### config.mk
export PLATFORM = sky130hd
export DESIGN_NAME = regfile_arbiter_flat
export DESIGN_NICKNAME = d
export VERILOG_FILES = /design/src/rtl/regfile_arbiter_pkg.sv /design/src/rtl/regfile_arbiter_if.sv /design/src/rtl/regfile_starve_cnt.sv /design/src/rtl/regfile_arbiter.sv /design/src/flat_wrapper.sv
export SDC_FILE = /design/constraint.sdc
export NUM_CORES = 1
export LEC_CHECK = 0
export ABC_AREA = 1
export BUFFER_PORTS_ARGS = -buffer_cell sky130_fd_sc_hd__buf_4
export CORE_MARGIN = 2
export CORE_UTILIZATION = 43
export DETAILED_ROUTE_END_ITERATION = 6
export GPL_TIMING_DRIVEN = 0
export PLACE_DENSITY = 0.79
export SYNTH_ARGS = -nofsm -noshare
export SYNTH_HDL_FRONTEND = slang
export SYNTH_HIERARCHICAL = 1
export SYNTH_SLANG_ARGS = --single-unit
### constraint.sdc
create_clock -name clk -period 1.8 [get_ports clk]
set_input_delay 0.27 -clock clk [delete_from_list [all_inputs] [get_ports clk]]
set_output_delay 0.27 -clock clk [all_outputs]
set_load 0.01 [all_outputs]
### src/rtl/regfile_arbiter_pkg.sv
// Shared sizes and FSM state encoding for the register-file port arbiter.
package regfile_arb_pkg;

    localparam int NUM_REGS = 16;
    localparam int ADDR_W   = 4;
    localparam int DATA_W   = 8;

    typedef enum logic [1:0] {
        IDLE,
        DBG_ACC,
        DBG_ACK,
        CLEAR
    } arb_state_t;

endpackage

### src/rtl/regfile_arbiter_if.sv
// Debug-host access channel into the register-file arbiter.
interface regfile_arbiter_if;
    import regfile_arb_pkg::*;

    // Handshake: the host raises dbg_req with dbg_wr/dbg_addr/dbg_wdata stable and holds it
    // until dbg_ack (a one-cycle pulse); dbg_rdata is valid with dbg_ack and held afterwards.
    logic              dbg_req;
    logic              dbg_wr;
    logic [ADDR_W-1:0] dbg_addr;
    logic [DATA_W-1:0] dbg_wdata;
    logic              dbg_ack;
    logic [DATA_W-1:0] dbg_rdata;

    modport master (
        output dbg_req, dbg_wr, dbg_addr, dbg_wdata,
        input  dbg_ack, dbg_rdata
    );

    modport slave (
        input  dbg_req, dbg_wr, dbg_addr, dbg_wdata,
        output dbg_ack, dbg_rdata
    );

endinterface

### src/rtl/regfile_starve_cnt.sv
// Saturating count of cycles a pending debug request has lost the write port to the core.
module regfile_starve_cnt #(
    parameter int MAX_WAIT = 4
) (
    input  logic clk,
    input  logic rst_n,
    input  logic inc,
    input  logic clr,
    output logic at_max
);

    localparam int CNT_W = $clog2(MAX_WAIT + 1);
    localparam logic [CNT_W-1:0] MAX_V = CNT_W'(MAX_WAIT);

    logic [CNT_W-1:0] cnt;

    always_ff @(posedge clk or negedge rst_n) begin
        if (!rst_n) begin
            cnt <= '0;
        end else if (clr) begin
            cnt <= '0;
        end else if (inc && (cnt != MAX_V)) begin
            cnt <= cnt + 1'b1;
        end
    end

    assign at_max = (cnt == MAX_V);

endmodule

### src/rtl/regfile_arbiter.sv
// Shares the register file's write port and src1 read port between the core, a debug host
// and a hardware clear sequencer. The core wins unless a debug request has starved too long.
module regfile_arbiter
    import regfile_arb_pkg::*;
#(
    parameter int                MAX_WAIT  = 4,
    parameter logic [DATA_W-1:0] CLR_VALUE = '0
) (
    input  logic                clk,
    input  logic                rst_n,
    input  logic                core_we,
    input  logic [ADDR_W-1:0]   core_dst,
    input  logic [DATA_W-1:0]   core_data,
    input  logic [ADDR_W-1:0]   core_src1,
    output logic                core_stall,
    regfile_arbiter_if.slave    dbg,
    input  logic                clr_start,
    output logic                clr_done,
    output logic                rf_we,
    output logic [ADDR_W-1:0]   rf_dst,
    output logic [DATA_W-1:0]   rf_data,
    output logic [ADDR_W-1:0]   rf_src1,
    input  logic [DATA_W-1:0]   rf_data1,
    output arb_state_t          fsm_state
);

    localparam logic [ADDR_W-1:0] CLR_LAST = ADDR_W'(NUM_REGS - 1);

    arb_state_t        state;
    logic              clr_pend;
    logic [ADDR_W-1:0] clr_cnt;
    logic              at_max;
    logic              clr_go;
    logic              dbg_grant;
    logic              wait_inc;
    logic              wait_clr;

    assign clr_go    = clr_pend | clr_start;
    // A pending clear always beats a debug grant in the same decision cycle.
    assign dbg_grant = !clr_go && dbg.dbg_req && (!core_we || at_max);
    assign wait_inc  = (state == IDLE) && dbg.dbg_req && core_we;
    assign wait_clr  = (state == IDLE) && dbg_grant;

    regfile_starve_cnt #(
        .MAX_WAIT (MAX_WAIT)
    ) u_starve_cnt (
        .clk    (clk),
        .rst_n  (rst_n),
        .inc    (wait_inc),
        .clr    (wait_clr),
        .at_max (at_max)
    );

    always_ff @(posedge clk or negedge rst_n) begin
        if (!rst_n) begin
            state         <= IDLE;
            clr_pend      <= 1'b0;
            clr_cnt       <= '0;
            clr_done      <= 1'b0;
            dbg.dbg_ack   <= 1'b0;
            dbg.dbg_rdata <= '0;
        end else begin
            dbg.dbg_ack <= 1'b0;
            clr_done    <= 1'b0;
            if (clr_start) begin
                clr_pend <= 1'b1;
            end
            case (state)
                IDLE: begin
                    if (clr_go) begin
                        state    <= CLEAR;
                        clr_pend <= 1'b0;
                        clr_cnt  <= '0;
                    end else if (dbg_grant) begin
                        state <= DBG_ACC;
                    end
                end
                DBG_ACC: begin
                    if (!dbg.dbg_wr) begin
                        dbg.dbg_rdata <= rf_data1;
                    end
                    dbg.dbg_ack <= 1'b1;
                    state       <= DBG_ACK;
                end
                DBG_ACK: begin
                    state <= IDLE;
                end
                CLEAR: begin
                    // Requests seen mid-clear are absorbed; the running sweep covers them.
                    clr_pend <= 1'b0;
                    clr_cnt  <= clr_cnt + 1'b1;
                    if (clr_cnt == CLR_LAST) begin
                        state    <= IDLE;
                        clr_done <= 1'b1;
                    end
                end
                default: begin
                    state <= IDLE;
                end
            endcase
        end
    end

    always_comb begin
        core_stall = 1'b0;
        rf_we      = core_we;
        rf_dst     = core_dst;
        rf_data    = core_data;
        rf_src1    = core_src1;
        case (state)
            DBG_ACC: begin
                core_stall = 1'b1;
                rf_we      = dbg.dbg_wr;
                rf_dst     = dbg.dbg_addr;
                rf_data    = dbg.dbg_wdata;
                rf_src1    = dbg.dbg_addr;
            end
            CLEAR: begin
                core_stall = 1'b1;
                rf_we      = 1'b1;
                rf_dst     = clr_cnt;
                rf_data    = CLR_VALUE;
            end
            default: begin
            end
        endcase
    end

    assign fsm_state = state;

endmodule

### src/flat_wrapper.sv
// flat-port wrapper written by rule: the top's interface ports become plain ports
module regfile_arbiter_flat import regfile_arb_pkg::*;
#(
    parameter int                MAX_WAIT  = 4,
    parameter logic [DATA_W-1:0] CLR_VALUE = '0
)
  (clk, rst_n, core_we, core_dst, core_data, core_src1, core_stall, clr_start, clr_done, rf_we, rf_dst, rf_data, rf_src1, rf_data1, fsm_state, dbg_dbg_req, dbg_dbg_wr, dbg_dbg_addr, dbg_dbg_wdata, dbg_dbg_ack, dbg_dbg_rdata);
  regfile_arbiter_if dbg_i ();
  input  logic clk;
  input  logic rst_n;
  input  logic core_we;
  input  logic [ADDR_W-1:0] core_dst;
  input  logic [DATA_W-1:0] core_data;
  input  logic [ADDR_W-1:0] core_src1;
  output logic core_stall;
  input  logic clr_start;
  output logic clr_done;
  output logic rf_we;
  output logic [ADDR_W-1:0] rf_dst;
  output logic [DATA_W-1:0] rf_data;
  output logic [ADDR_W-1:0] rf_src1;
  input  logic [DATA_W-1:0] rf_data1;
  output arb_state_t fsm_state;
  input wire logic [$bits(dbg_i.dbg_req)-1:0] dbg_dbg_req;
  input wire logic [$bits(dbg_i.dbg_wr)-1:0] dbg_dbg_wr;
  input wire logic [$bits(dbg_i.dbg_addr)-1:0] dbg_dbg_addr;
  input wire logic [$bits(dbg_i.dbg_wdata)-1:0] dbg_dbg_wdata;
  output wire logic [$bits(dbg_i.dbg_ack)-1:0] dbg_dbg_ack;
  output wire logic [$bits(dbg_i.dbg_rdata)-1:0] dbg_dbg_rdata;
  assign dbg_i.dbg_req = dbg_dbg_req;
  assign dbg_i.dbg_wr = dbg_dbg_wr;
  assign dbg_i.dbg_addr = dbg_dbg_addr;
  assign dbg_i.dbg_wdata = dbg_dbg_wdata;
  assign dbg_dbg_ack = dbg_i.dbg_ack;
  assign dbg_dbg_rdata = dbg_i.dbg_rdata;
  regfile_arbiter #(.MAX_WAIT(MAX_WAIT), .CLR_VALUE(CLR_VALUE)) u_core (.clk(clk), .rst_n(rst_n), .core_we(core_we), .core_dst(core_dst), .core_data(core_data), .core_src1(core_src1), .core_stall(core_stall), .dbg(dbg_i), .clr_start(clr_start), .clr_done(clr_done), .rf_we(rf_we), .rf_dst(rf_dst), .rf_data(rf_data), .rf_src1(rf_src1), .rf_data1(rf_data1), .fsm_state(fsm_state));
endmodule
# After elaboration in Yosys (flattened, before gate mapping)
# Cells that the tools add are included.
# totals
ff_bits,20
elab_cells,55
input_bits,42
output_inout_bits,30
# classes
n_mux,19
bitwise_logic,2
reduce_logical,16
n_addsub,2
n_eq_ne,9
# ops
operator,n
4-bit case mux with 2 select lines,2
8-bit case mux with 2 select lines,1
4-bit two-way mux,2
2-bit case mux with 4 select lines,1
1-bit logical AND,6
1-bit two-way mux,6
2-bit two-way mux,3
3-bit two-way mux,2
2-bit AND reduction,3
"4-bit by 1-bit adder with 4-bit output, second input constant",1
"2-bit == test, second input constant",2
"4-bit == test, second input constant",1
"2-bit by 1-bit != test with 1-bit output, second input constant",2
1-bit case mux with 2 select lines,2
2-bit nonzero test,2
"3-bit by 1-bit adder with 3-bit output, second input constant",1
"3-bit == test, second input constant",1
"3-bit by 1-bit != test with 1-bit output, second input constant",1
"3-bit != test, second input constant",1
"2-bit by 1-bit == test with 1-bit output, second input constant",1
1-bit zero test,2
2-bit zero test,1
2-bit OR reduction,1
1-bit logical OR,1
other kinds (2),2

# Depth between registers and ports, before layout
# Gate-level depths: netlist of run 1.
# depth
depth_word,7
depth_mapped,9

# Modules after synthesis
# Netlist of run 1, hierarchy kept.
# by_module_without_submodules
mod,cells_per_inst,n_inst,area_per_inst_um2
regfile_arbiter,133,1,1022.2
regfile_starve_cnt,25,1,185.2

# Worst setup path before layout of run 1
# No wires, ideal clock.
# synth_path
path_kind,reg2out
from,register u_core.state[0] (netlist: u_core/fsm_state[0])
to,output port rf_dst[0]
arrival_time_ns,1.291
path_buffers,2
path_stages_with_launch,7
setup_slack_ns,0.239
path_cell_list,dfrtp_1 -> ha_1 -> buf_6 -> nor2_2 -> buf_4 -> nand2_1 -> o211ai_1
# synth_via
elab_chain_cells,2
word_cells_on_any_way,3
classes_between,2 x eq/ne; 1 x mux
# synth_rtl
element,line_no,source
from (decl),regfile_arbiter.sv:29,arb_state_t state;
from (signal assigned),regfile_arbiter.sv:56,state <= IDLE;
from (signal assigned),regfile_arbiter.sv:71,state <= CLEAR;
from (signal assigned),regfile_arbiter.sv:75,state <= DBG_ACC;
2-bit == test or 2-bit by 1-bit == test with 1-bit output (tied branches),regfile_arbiter.sv:110,case (state)
4-bit case mux with 2 select lines *,regfile_arbiter.sv:110,
to (decl),flat_wrapper.sv:19,output logic [ADDR_W-1:0] rf_dst;
# Every way passes the cells marked *; elsewhere a longest branch is shown, timed or not.

# Worst setup path in the final report of run 1
# layout_path
from,register u_core.state[1] (netlist: u_core/fsm_state[1])
to,output port rf_data[0]
# layout_via
elab_chain_cells,2
word_cells_on_any_way,3
classes_between,2 x eq/ne; 1 x mux
# layout_rtl
element,line_no,source
2-bit == test or 2-bit by 1-bit == test with 1-bit output (tied branches),regfile_arbiter.sv:110,
8-bit case mux with 2 select lines *,regfile_arbiter.sv:110,
to (decl),flat_wrapper.sv:20,output logic [DATA_W-1:0] rf_data;
# Marked as above.

==> metrics, run 1 <==
most used flip-flop cell after synthesis=dfrtp_1; H-tree Lvls=1; sequential area share after synthesis=0.4145; Yosys cell types=20; die width=56.99 um; R2R setup slack=100 ps; Syn Inst Count=158; crit path capture type=output port; full die area=3248 um2; drc violations=0; CP max-delay cell=dfrtp_2; gr usage total=0.2106; crit path buf inv count=3; commonest cells in the netlist=nand2_1, dfrtp_1, inv_1, nand3_1, nor2_1; Synth Warn #=6; # port buffers=71; Max Fclk=0.5370 GHz; P&R area growth vs syn=64.25%; power density over cell area=1567 nW/um2; detailed router's first-iteration violation count=26; Comb power frac=0.640; Post-Synthesis Mean Instance Area=7.642 um2; clock latency on the worst-skew pair=300 ps; Slew Limit Fails=0; reg2reg path depth=12; EDFF count, synth=0; Critical Path Max Stage Delay=470 ps; Max-Slew Margin vs Limit=0.7502; ys async rst share=1.000; syn nets=207; antenna violations before repair=0; worst r2r src=u_core/fsm_state[0]$_DFFE_PN0P_; Final Hold Vio Count=0; Reg2Reg Capture Point=u_core/u_starve_cnt/cnt[2]$_DFFE_PN0P_; RSZ-0062 raised after global routing=true; Critical Path Fanout Max=5; Tightest Pin Transition=370.8 ps; Layout Nets=293; Mapped Area=1207 um2; Hold WS=159.4 ps; Top delay family on crit path=flip-flops; top cell type by total area after synthesis=dfrtp_1; Layout Skew=3.501 ps; setup violators final=13; min-delay src=rf_data1[6]; Die Y-Extent=56.99 um; DRT antenna net count=0; CTS buffer count=3; count leader, synth=nand2_1; largest net degree at the start of global routing=21; Synth top area share=0.4145; Worst-path clk slew=110 ps; core footprint=2710 um2; max-cap violation count=0; CP dominant cell by count=buf_4; Worst EP required=1530 ps; TritonCTS clock tree=built; share of total power in the clock network=0.116; P_int=1.849 mW; Finished Layout Cells=274; Vias/cell=4.993; switching share of power=0.4050; row count=19; antenna cell count=0; fin worst setup slack=-62.06 ps; worst-path cell chain=inv_2 -> ha_4 -> nor2_4 -> buf_4 -> a22o_1 -> buf_4; number of global-route vias before repair=1273; Period minus WS final=1862 ps; IO Count=72; register bit total from synthesis=20; Min-Delay Endpoint=u_core/dbg.dbg_rdata[6]$_DFFE_PN0P_; Final period util=1.034; Seq pwr share=0.244; violations in the final reports=negative setup slack; post-route design area=1983 um2; placed insts=260; synth top area cells=dfrtp_1, nand2_1, ha_1; WHS Path Cells=3; via count=1368; post-layout util=0.7318; routability congestion estimate=0.8259; critical path data arrival time=1590 ps; Avg WL per Cell=12.72 um; switching pwr=1.258 mW; Post-DP HPWL=2505 um; CTS Buffer Depth=2; DR pass1 iterations=4; leakage power=1.125 nW; Placed Area=1779 um2; GR Overflow Total=0; CTS Root Cell=clkbuf_4; CP Launch Type=register; Initial Util=0.4455; setup TNS=-642.8 ps; status=finished with violations; share of cells above drive strength 1=0.4280; global-route wire length before repair=5485 um; worst min-delay path class=in -> reg; worst vdd ir=1.148 mV; Total Wirelength=3484 um; CTS Sinks=20; CP Class=reg -> out
routing by layer:
metal | routed length [um] | vias up | global-route usage
met3 | 373 | 2 | 0.05669
met5 | 0 | - | 0
met1 | 1300 | 626 | 0.2500
met4 | 14 | 0 | 0.05316
met2 | 1796 | 60 | 0.3777
li1 | - | 680 | -
cell usage in the layout, fill, tap and decap left out, drive strengths merged:
| master | netlist | layout |
|---|---|---|
| bufinv | 0 | 1 |
| buf | 3 | 83 |
| a22oi | 1 | 1 |
| ha | 7 | 7 |
| a21oi | 1 | 1 |
| clkbuf | 0 | 3 |
| xor2 | 1 | 1 |
| inv | 21 | 21 |
| o211ai | 4 | 4 |
| nand2 | 61 | 61 |
| nor2 | 12 | 12 |
| nand4 | 4 | 4 |
| dlygate4sd3 | 0 | 1 |
| o21ai | 5 | 5 |
| dfrtp | 20 | 20 |
| nand3 | 10 | 10 |
| a22o | 8 | 8 |
cells by family after synthesis:
group | count (synthesis) | share of synthesized area
buffers and inverters | 24 | 0.08498
XOR/XNOR | 1 | 0.007255
AND/OR/NAND/NOR | 87 | 0.3067
AO/OA/AOI/OAI | 19 | 0.1140
flip-flops | 20 | 0.4145
adder cells (fa/ha/maj) | 7 | 0.07254
worst reg2reg max path, stage by stage, from the launching register on:
cell     delay (ps)
dfrtp_2         450
buf_6           130
buf_4           120
buf_4           130
inv_1            80
ha_2            190
inv_1            90
nor2_4          140
nand2_1          60
inv_1            70
nand2_1          50
nand2_1          50
nor2_1           40
metrics by stage:
step	power, mW	worst slack, ps
2_1_floorplan	1.687	239.2
3_3_place_gp	2.392	26.84
3_5_place_dp	2.413	11.65
4_1_cts	3.025	-56.57
5_1_grt	3.356	-141.2
6_report	3.107	-62.06
flip-flops by register name, indices dropped and copies added, names as in the netlist:
| signal | count |
|---|---|
| u_core/clr_cnt | 4 |
| u_core/clr_done | 1 |
| u_core/clr_pend | 1 |
| u_core/dbg.dbg_ack | 1 |
| u_core/dbg.dbg_rdata | 8 |
| u_core/fsm_state | 2 |
| u_core/u_starve_cnt/cnt | 3 |
final cells by class:
class | instances | area (um2)
clock buffers | 3 | 22.52
plain buffers | 2 | 22.52
inverters | 21 | 81.33
flip-flops and latches | 20 | 503.0
fillers | 225 | 726.9
well taps | 31 | 38.79
repair buffers | 82 | 625.6
clock inverters | 1 | 30.03
multi-input cells | 114 | 659.4
worst max-delay path by stage:
stage,startpoint,to,slack [ps],depth (start not counted)
finish,u_core/fsm_state[1]$_DFFE_PN0P_,rf_data[0],-60,6
floorplan,u_core/fsm_state[0]$_DFFE_PN0P_,rf_dst[0],240,6
CTS,u_core/fsm_state[0]$_DFFE_PN0P_,rf_dst[0],-60,7
global route,u_core/fsm_state[0]$_DFFE_PN0P_,rf_dst[3],-140,7
global placement,u_core/fsm_state[1]$_DFFE_PN0P_,rf_we,30,6
detailed placement,u_core/fsm_state[1]$_DFFE_PN0P_,rf_we,10,6
power groups by stage:
stage | Clock [mW] | Combinational [mW] | Sequential [mW]
5_1_grt | 0.392 | 2.19 | 0.773
3_5_place_dp | 0 | 1.66 | 0.752
4_1_cts | 0.372 | 1.92 | 0.737
3_3_place_gp | 0 | 1.64 | 0.750
6_report | 0.361 | 1.99 | 0.757
2_1_floorplan | 0 | 0.893 | 0.794
what timing repair did:
action	CTS	global route
hold buffers	1	0
gates cloned	1	0
endpoints found under the setup margin	18	21
setup buffers	8	1
pin swaps	2	4
hold endpoints to repair	20	0
resized for setup	12	11
Note: power is estimated with default switching activity, not from simulation.
==> run 2: changes to the inputs <==
Settings changed: CORE_ASPECT_RATIO set to 1.5, PLACE_DENSITY 0.79 to 0.9.
==> metrics, run 2 (synthesis gave the netlist of run 1 again) <==
status=finished, final reports clean (was finished with violations); P&R area growth vs syn=62.49% (was 64.25%); CTS Buffer Depth=2 (unchanged); detailed router's first-iteration violation count=13 (was 26); critical path data arrival time=1520 ps (was 1590 ps); Vias/cell=4.906 (was 4.993); worst r2r src=u_core/fsm_state[0]$_DFFE_PN0P_ (unchanged); Layout Nets=291 (was 293); Tightest Pin Transition=303.5 ps (was 370.8 ps); die width=47.27 um (was 56.99 um); Placed Area=1787 um2 (was 1779 um2); CTS Sinks=20 (unchanged); leakage power=1.120 nW (was 1.125 nW); setup TNS=0 ps (was -642.8 ps); WHS Path Cells=3 (unchanged); antenna violations before repair=0 (unchanged); Slew Limit Fails=0 (unchanged); Final period util=0.9933 (was 1.034); setup violators final=0 (was 13); reg2reg path depth=12 (unchanged); Top reg by flops=u_core/dbg.dbg_rdata (unchanged); power density over cell area=1584 nW/um2 (was 1567 nW/um2); CTS buffer count=3 (unchanged); CP Launch Type=register (unchanged); Die Y-Extent=68.90 um (was 56.99 um); GR Overflow Total=0 (unchanged); via count=1364 (was 1368); row count=23 (was 19); Reg2Reg Capture Point=u_core/u_starve_cnt/cnt[2]$_DFFE_PN0P_ (unchanged); TritonCTS clock tree=built (unchanged); total power=3.107 mW (about the same); Largest register FFs=8 (unchanged); fill count=190 (was 225); DRT antenna net count=0 (unchanged); Max-Slew Margin vs Limit=0.7955 (was 0.7502); Total Wirelength=3439 um (was 3484 um); crit path capture type=output port (unchanged); R2R setup slack=140 ps (was 100 ps); commonest non-fill, non-tap cell in the layout=buf_4 (unchanged); share of cells above drive strength 1=0.4025 (was 0.4280); Worst EP required=1530 ps (about the same); min-delay src=rf_data1[1] (was rf_data1[6]); most frequent cells in the layout=buf_4, nand2_1, dfrtp_1 (was buf_4, nand2_1, inv_1, dfrtp_1, nand3_1); CTS Root Cell=clkbuf_8 (was clkbuf_4); Avg WL per Cell=12.37 um (was 12.72 um); antenna cell count=0 (unchanged); Layout Skew=1.880 ps (was 3.501 ps); Post-DP HPWL=2613 um (was 2505 um); RSZ-0062 raised after global routing=true (unchanged); IO Count=72 (unchanged); worst vdd ir=0.7987 mV (was 1.148 mV); gr usage total=0.2319 (was 0.2106); Largest regs=u_core/dbg.dbg_rdata x8, u_core/clr_cnt x4, u_core/u_starve_cnt/cnt x3 (unchanged); Max Fclk=0.5593 GHz (was 0.5370 GHz); worst min-delay path class=in -> reg (unchanged); core footprint=2676 um2 (was 2710 um2); Hold WS=208.0 ps (was 159.4 ps); DR pass1 iterations=4 (unchanged); full die area=3257 um2 (was 3248 um2); Initial Util=0.4511 (was 0.4455); routability congestion estimate=0.7732 (was 0.8259); worst setup path startpoint=u_core/fsm_state[0]$_DFFE_PN0P_ (was u_core/fsm_state[1]$_DFFE_PN0P_); H-tree Lvls=1 (unchanged); global-route wire length before repair=5347 um (was 5485 um); Worst-path clk slew=70 ps (was 110 ps); post-route design area=1962 um2 (was 1983 um2); max-cap violation count=0 (unchanged); CP Class=reg -> out (unchanged); drc violations=0 (unchanged); Critical Path Fanout Max=5 (unchanged); Min-Delay Endpoint=u_core/dbg.dbg_rdata[1]$_DFFE_PN0P_ (was u_core/dbg.dbg_rdata[6]$_DFFE_PN0P_); largest net degree at the start of global routing=21 (unchanged); Final Hold Vio Count=0 (unchanged); number of global-route vias before repair=1323 (was 1273); clock latency on the worst-skew pair=260 ps (was 300 ps); # port buffers=71 (unchanged); Period minus WS final=1788 ps (was 1862 ps)
## run 2: cell types whose count changed in the layout (fill, tap and decap cells not counted)
cell | previous run | this run
clkbuf_8 | 0 | 3
nand2_2 | 5 | 3
dfrtp_2 | 2 | 0
ha_2 | 1 | 2
nand2_1 | 56 | 58
a22oi_2 | 1 | 0
ha_4 | 2 | 1
inv_4 | 1 | 0
a22oi_1 | 0 | 1
clkbuf_4 | 3 | 0
buf_6 | 4 | 2
dfrtp_1 | 18 | 20
inv_2 | 2 | 3
## run 2: cell type report
type / count / area [um2] / share of cell area
plain buffers: 2 / 18.77 / 0.009566
clock buffers: 3 / 41.29 / 0.02105
clock inverters: 1 / 30.03 / 0.01531
inverters: 21 / 78.83 / 0.04018
multi-input cells: 114 / 639.4 / 0.3259
flip-flops and latches: 20 / 500.5 / 0.2551
well taps: 37 / 46.29 / 0.02360
repair buffers: 80 / 606.8 / 0.3093
## run 2: worst max path at each step
stage	to	slack, ps
after floorplan	rf_dst[0]	240
after global placement	rf_dst[1]	60
after detailed placement	rf_dst[3]	9
after CTS	rf_dst[3]	-20
after global routing	rf_dst[0]	-90
final	rf_dst[1]	10
## run 2: where the power goes
part	switching (mW)	total, mW	internal [mW]
clock	0.152	0.449	0.297
sequential	0.116	0.741	0.625
combinational	0.976	1.92	0.940
## run 2: what timing repair did
item	4_1_cts	5_1_grt
hold buffers	1	0
gates cloned	1	0
pin swaps	2	3
endpoints found under the setup margin	18	17
gates resized for setup	9	5
buffers inserted	7	0
hold endpoints to repair	20	0
## run 2: metrics by stage
stage	setup slack, ps	utilization	std cells
6_report	11.98	0.7331	278
3_5_place_dp	9.019	0.6676	266
4_1_cts	-16.93	0.7326	279
3_3_place_gp	59.97	0.6676	266
5_1_grt	-85.79	0.7331	278
2_1_floorplan	239.2	-	158
## run 2: worst max-delay path: stages, from the launching register on
cell and delay (ps):
dfrtp_1 400, buf_6 130, ha_4 170, nor2_4 130, buf_6 130, nand2_1 60
o211ai_1 80, buf_4 150
## run 2: layer usage
metal  routed length (um)  vias to the layer above  share of wire  global-route usage
met2                 1959                       53           0.57              0.4443
met1                 1132                      624           0.33              0.2149
met5                    0                        -              0                   0
met4                  129                        0          0.038              0.1493
li1                     -                      676              -                   -
met3                  217                       11          0.063             0.02344
